$ cat config.mk
export PLATFORM = sky130hd
export DESIGN_NAME = pc_ctrl_flat
export DESIGN_NICKNAME = d
export VERILOG_FILES = /design/src/rtl/pc_ctrl_pkg.sv /design/src/rtl/pc_ctrl_if.sv /design/src/rtl/pc_ctrl_stall_encoder.sv /design/src/rtl/pc_ctrl.sv /design/src/flat_wrapper.sv
export SDC_FILE = /design/constraint.sdc
export NUM_CORES = 1
export LEC_CHECK = 0
export BUFFER_PORTS_ARGS = -buffer_cell sky130_fd_sc_hd__clkbuf_2
export CAP_MARGIN = 20
export CORE_MARGIN = 5
export CORE_UTILIZATION = 53
export CTS_BUF_LIST = sky130_fd_sc_hd__clkbuf_4
export CTS_CLUSTER_SIZE = 28
export DETAILED_ROUTE_END_ITERATION = 10
export PLACE_DENSITY = 0.83
export RECOVER_POWER = 25
export SYNTH_ARGS = -nofsm -noshare
export SYNTH_HDL_FRONTEND = slang
export SYNTH_SLANG_ARGS = --single-unit
export TNS_END_PERCENT = 100
$ cat constraint.sdc
create_clock -name clk -period 5.65 [get_ports clk]
set_clock_uncertainty 0.1 [all_clocks]
set_input_delay 0.2825 -clock clk [delete_from_list [all_inputs] [get_ports clk]]
set_output_delay 0.2825 -clock clk [all_outputs]
set_load 0.02 [all_outputs]
$ cat src/rtl/pc_ctrl_pkg.sv
// pc_ctrl_pkg: fetch controller state encodings and default vectors
package pc_ctrl_pkg;
  typedef enum logic [1:0] {S_BOOT, S_ISSUE, S_HOLD, S_DRAIN} state_t;
  localparam logic [31:0] RESET_VECTOR_D = 32'h0000_0000;
  localparam logic [31:0] EXC_VECTOR_D = 32'h0000_0020;
  localparam logic [31:0] ZERO_WORD = 32'h0000_0000;
  localparam int STAGES_D = 5;
  localparam int TIMEOUT_D = 255;
endpackage

$ cat src/rtl/pc_ctrl_if.sv
// pc_ctrl_if: instruction memory req/ack port
interface pc_ctrl_if;
  logic req;
  logic [31:0] addr;
  logic ack;
  logic [31:0] rdata;
  modport master(output req, addr, input ack, rdata);
  modport slave(input req, addr, output ack, rdata);
endinterface

$ cat src/rtl/pc_ctrl_stall_encoder.sv
// pc_ctrl_stall_encoder: thermometer hold vector from highest stalling stage
module pc_ctrl_stall_encoder #(
  parameter int STAGES = 5
) (
  input  logic [STAGES-1:0] stall_req,
  output logic [STAGES-1:0] hold
);
  for (genvar i = 0; i < STAGES; i++) begin : g_hold
    assign hold[i] = |stall_req[STAGES-1:i];
  end
endmodule

$ cat src/rtl/pc_ctrl.sv
// pc_ctrl: fetch-stage PC owner, imem handshake, redirect/drain and stall hold
module pc_ctrl
  import pc_ctrl_pkg::*;
#(
  parameter logic [31:0] RESET_VECTOR = RESET_VECTOR_D,
  parameter logic [31:0] EXC_VECTOR = EXC_VECTOR_D,
  parameter int STAGES = STAGES_D,
  parameter int TIMEOUT = TIMEOUT_D
) (
  input  logic              clk,
  input  logic              rst,
  input  logic [STAGES-1:0] stall_req,
  input  logic              branch_taken,
  input  logic [31:0]       branch_target,
  input  logic              exc_req,
  pc_ctrl_if.master         imem,
  output logic              ce,
  output logic [31:0]       pc_addr,
  output logic              if_valid,
  output logic [31:0]       if_inst,
  output logic [31:0]       if_pc,
  output logic [STAGES-1:0] hold,
  output logic              flush,
  output logic              fetch_err
);
  state_t state, state_n;
  logic [31:0] drain_addr, drain_n, pc_n, inst_n, ipc_n, target;
  logic [7:0] cnt, cnt_n;
  logic valid_n, redirect;
  pc_ctrl_stall_encoder #(.STAGES(STAGES)) u_enc (.stall_req(stall_req), .hold(hold));
  assign redirect = exc_req | branch_taken;
  assign target = exc_req ? EXC_VECTOR : {branch_target[31:2], 2'b00};
  assign imem.req = (state == S_ISSUE && !hold[0]) || state == S_DRAIN;
  assign imem.addr = state == S_DRAIN ? drain_addr : pc_addr;
  assign cnt_n = (imem.ack || redirect) ? 8'd0 : (imem.req && cnt != 8'(TIMEOUT)) ? cnt + 8'd1 : cnt;
  always_comb begin
    state_n = state;
    pc_n = pc_addr;
    valid_n = if_valid;
    inst_n = if_inst;
    ipc_n = if_pc;
    drain_n = drain_addr;
    case (state)
      S_BOOT: state_n = S_ISSUE;
      S_ISSUE: begin
        valid_n = imem.ack;
        if (imem.ack) begin
          inst_n = imem.rdata;
          ipc_n = pc_addr;
          pc_n = pc_addr + 32'd4;
          state_n = hold[0] ? S_HOLD : S_ISSUE;
        end
      end
      S_HOLD: state_n = hold[0] ? S_HOLD : S_ISSUE;
      default: state_n = imem.ack ? S_ISSUE : S_DRAIN;
    endcase
    // a redirect discards any data landing this cycle; an unacked fetch must still drain
    if (redirect) begin
      pc_n = target;
      valid_n = 1'b0;
      inst_n = if_inst;
      ipc_n = if_pc;
      drain_n = imem.addr;
      state_n = (imem.req && !imem.ack) ? S_DRAIN : S_ISSUE;
    end
  end
  always_ff @(posedge clk or posedge rst)
    if (rst) begin
      state <= S_BOOT;
      ce <= 1'b0;
      pc_addr <= RESET_VECTOR;
      drain_addr <= RESET_VECTOR;
      if_valid <= 1'b0;
      if_inst <= ZERO_WORD;
      if_pc <= ZERO_WORD;
      flush <= 1'b0;
      fetch_err <= 1'b0;
      cnt <= 8'd0;
    end else begin
      state <= state_n;
      ce <= 1'b1;
      pc_addr <= pc_n;
      drain_addr <= drain_n;
      if_valid <= valid_n;
      if_inst <= inst_n;
      if_pc <= ipc_n;
      flush <= redirect;
      fetch_err <= fetch_err | (cnt == 8'(TIMEOUT));
      cnt <= cnt_n;
    end
endmodule

$ cat src/flat_wrapper.sv
// flat-port wrapper written by rule: the top's interface ports become plain ports
module pc_ctrl_flat import pc_ctrl_pkg::*;
#(
  parameter logic [31:0] RESET_VECTOR = RESET_VECTOR_D,
  parameter logic [31:0] EXC_VECTOR = EXC_VECTOR_D,
  parameter int STAGES = STAGES_D,
  parameter int TIMEOUT = TIMEOUT_D
)
  (clk, rst, stall_req, branch_taken, branch_target, exc_req, ce, pc_addr, if_valid, if_inst, if_pc, hold, flush, fetch_err, imem_req, imem_addr, imem_ack, imem_rdata);
  pc_ctrl_if imem_i ();
  input  logic clk;
  input  logic rst;
  input  logic [STAGES-1:0] stall_req;
  input  logic branch_taken;
  input  logic [31:0] branch_target;
  input  logic exc_req;
  output logic ce;
  output logic [31:0] pc_addr;
  output logic if_valid;
  output logic [31:0] if_inst;
  output logic [31:0] if_pc;
  output logic [STAGES-1:0] hold;
  output logic flush;
  output logic fetch_err;
  output wire logic [$bits(imem_i.req)-1:0] imem_req;
  output wire logic [$bits(imem_i.addr)-1:0] imem_addr;
  input wire logic [$bits(imem_i.ack)-1:0] imem_ack;
  input wire logic [$bits(imem_i.rdata)-1:0] imem_rdata;
  assign imem_req = imem_i.req;
  assign imem_addr = imem_i.addr;
  assign imem_i.ack = imem_ack;
  assign imem_i.rdata = imem_rdata;
  pc_ctrl #(.RESET_VECTOR(RESET_VECTOR), .EXC_VECTOR(EXC_VECTOR), .STAGES(STAGES), .TIMEOUT(TIMEOUT)) u_core (.clk(clk), .rst(rst), .stall_req(stall_req), .branch_taken(branch_taken), .branch_target(branch_target), .exc_req(exc_req), .imem(imem_i), .ce(ce), .pc_addr(pc_addr), .if_valid(if_valid), .if_inst(if_inst), .if_pc(if_pc), .hold(hold), .flush(flush), .fetch_err(fetch_err));
endmodule
==> out/metrics.csv <==
stage,metric,value,unit
power,static leakage,3.965,nW
sta,max_slew headroom,-86.76,%
sta,hold slack,0.1098,ns
sta,"Hold Violations, Final",0,
sta,period utilisation layout,56.64,%
yosys,post-synthesis cell type count,55,
clocking,root buf cell,clkbuf_4,
routing,Avg Vias per Cell,5.534,
setup_path,CP endpoint,u_core.if_inst[18]$_DFFE_PP0P_,
status,failing checks,"capacitance limit, slew limit",
power,Worst VDD drop,0.0001877,V
floorplan,Die W,120.9,microns
hold_path,Worst Hold Depth,3,
floorplan,Die Ht,120.9,microns
floorplan,Initial Util,54.09,%
placed_design,Post-DP HPWL,12.47,mm
yosys,"Avg Cell Area, Syn",11.69,sq um
clocking,"Clk pin slew, worst setup/hold paths",0.11,ns
placed_design,Buffers on Ports,205,
power,PwrDens,306.8,nW/um^2
yosys,async set or reset register ratio after synthesis,100.0,%
global_routing,Congestion Overflow GR,0,
finish,Area Growth Syn to Fin,29.67,%
global_routing,first-pass GRT wire length,29.97,mm
setup_path,"Data arrival, critical path",3.54,ns
clocking,CTS Buf Count,17,
setup_path,worst setup path class,reg -> reg,
setup_path,CP Capture Type,flip-flop,
sta,minimum clock period,3.200,ns
finish,Final #Nets,898,
routing,post-route ant nets,0,
finish,"commonest cells after routing, fill and taps aside","167 x clkbuf_2, 138 x dfrtp_1, 109 x mux2_2",
sta,Sum Neg Setup Slack,0,ns
placed_design,gpl congestion,0.9039,
finish,Finished Layout Cells,1002,
setup_path,reg2reg path depth,6,
yosys,Netlist Area Pre-Place,6524,sq um
flow_run,max_cap viols,1,
global_routing,largest net degree at the start of global routing,75,
sta,Pins Over Slew Limit,66,
global_routing,Total GRT Usage,26.05,%
yosys,number of synthesized register bits,138,
hold_path,worst hold path class,in -> reg,
clocking,Worst-Skew Late Latency,0.55,ns
clocking,H-tree Lvls,4,
yosys,"Top FF cell, synth",dfrtp_1,
setup_path,Critical Path RT,5.99,ns
routing,DR pass1 iterations,4,
finish,"commonest non-fill, non-tap cell in the layout",clkbuf_2,
clocking,post_cts resized,0,
sta,RSZ-0062 raised after global routing,false,
global_routing,vias in the first global route,5873,
yosys,Post-Synthesis Cells,558,
routing,Via Count,5545,
routing,average routed wire per standard cell,18.58,microns
setup_path,Worst R2R Setup Slack,2.45,ns
clocking,CTS Hold Bufs,64,
clocking,CTS tree,yes,
sta,final setup vio count,0,
floorplan,FP Rows,40,
status,status,finished with violations,
yosys,register area share after synthesis,52.93,%
setup_path,FF-to-FF Start,u_core.state[1]$_DFFE_PP0P_,
routing,initial drt markers,465,
routing,# DRC,0,
setup_path,Startpoint Class,flip-flop,
clocking,clock tree sinks,138,
yosys,Synthesis Warnings,0,
yosys,Post-synth EDFFs,0,
setup_path,Crit Reg-Reg Endpoint,u_core.if_inst[18]$_DFFE_PP0P_,
setup_path,"Max FO, Critical Path",38,
clocking,clk buf depth,2,
sta,worst slew pin tran,2.786,ns
clocking,post-CTS setup buffers,0,
finish,proportion of layout cells with a drive suffix above 1,38.99,%
routing,routed wire length,18.61,mm
global_routing,initial antenna violation count,2,
sta,FMAX,312.5,MHz
setup_path,critical path startpoint,u_core.state[1]$_DFFE_PP0P_,
placed_design,Cell Count Post-Placement,902,
floorplan,number of I/O pins,212,
power,PnR Total Power,2.596,mW
floorplan,core area,12060,sq um
floorplan,die area,14630,sq um
## worst min-delay path by stage
stage / startpoint / slack [ns] / to
global route: branch_taken / 0.08 / u_core.pc_addr[14]$_DFFE_PP0P_
detailed placement: rst / 0.30 / u_core.if_inst[21]$_DFFE_PP0P_
CTS: branch_taken / 0.06 / u_core.pc_addr[2]$_DFFE_PP0P_
global placement: rst / 0.28 / u_core.if_inst[21]$_DFFE_PP0P_
finish: branch_taken / 0.11 / u_core.pc_addr[2]$_DFFE_PP0P_
floorplan: branch_target[29] / 0.30 / u_core.pc_addr[29]$_DFFE_PP0P_
## synthesized netlist by cell type (3+ instances only)
library cell	n	area share, %
buf_4	5	0.58
mux2_2	109	19
or2_2	3	0.29
buf_2	11	0.84
clkbuf_1	14	0.81
or3_1	3	0.29
xor2_1	7	0.94
a21oi_1	20	1.5
o21ai_0	18	1.4
xnor2_1	14	1.9
nor4_1	5	0.48
nor2_1	36	2.1
a221oi_1	5	0.67
and3_1	5	0.48
a31oi_1	4	0.38
a211oi_1	11	1.3
nand3_1	17	1.3
nand2_1	42	2.4
ha_1	6	1.2
nor3_1	13	1.0
and2_1	4	0.38
inv_1	12	0.69
mux2_1	7	1.2
dfrtp_1	138	53
nand4_1	9	0.86
## per-stage QoR
| stage | setup WS (ns) | area, sq um | util [%] |
|---|---|---|---|
| final | 2.450 | 8459 | 70.13 |
| after global routing | 2.010 | 8457 | 70.11 |
| after CTS | 2.495 | 8498 | 70.46 |
| after detailed placement | 2.518 | 7611 | 63.10 |
| after global placement | 2.680 | 7611 | 63.10 |
| after floorplan | 1.571 | 6535 | - |
## cells by family (layout without fill, tap and decap cells)
| kind of cell | after synthesis | count (layout) | synth area share (%) |
|---|---|---|---|
| adders and majority gates | 6 | 6 | 1.151 |
| and+or+nand+nor | 152 | 152 | 11.68 |
| other | 2 | 8 | 0.1151 |
| AOI/OAI and AO/OA | 73 | 73 | 7.192 |
| xor gates and xnor gates | 21 | 21 | 2.819 |
| DFF | 138 | 138 | 52.93 |
| buffers and inverters | 48 | 318 | 3.778 |
| muxes | 118 | 118 | 20.33 |
## sequential cells by signal (all words and copies together) (netlist names)
signal / flops
u_core.if_valid: 1
u_core.fetch_err: 1
u_core.if_inst: 32
u_core.cnt: 8
u_core.state: 2
u_core.flush: 1
u_core.ce: 1
u_core.pc_addr: 30
u_core.if_pc: 30
u_core.drain_addr: 32
## where the power goes
part / switching (mW) / internal, mW
registers: 0.110 / 1.14
clock network: 0.357 / 0.223
logic: 0.458 / 0.305
total: 0.924 / 1.67
## layout make-up
| cell class | instances | area, sq um |
|---|---|---|
| fill | 920 | 3602 |
| clock inverter | 13 | 103.9 |
| sequential | 138 | 3453 |
| clock buffer | 19 | 142.6 |
| inverter | 13 | 50.05 |
| antenna | 3 | 7.507 |
| timing repair buffer | 273 | 1649 |
| tap | 168 | 210.2 |
| multi-input combinational | 375 | 2843 |
## worst max-delay path, stage by stage (launching register included)
cell     delay [ns]
dfrtp_1        0.44
inv_1          0.12
ha_1           0.39
nand2_1        0.30
nor2_4         0.77
buf_4          0.55
mux2_2         0.40
## per-layer routing
layer	vias up	global-route usage (%)	share of wire, %
met5	-	0	0
met4	0	13.60	4.0
met3	61	5.408	6.6
met2	262	45.47	52
met1	2722	30.05	37
li1	2500	-	-
Power figures use the tool's default switching activity.
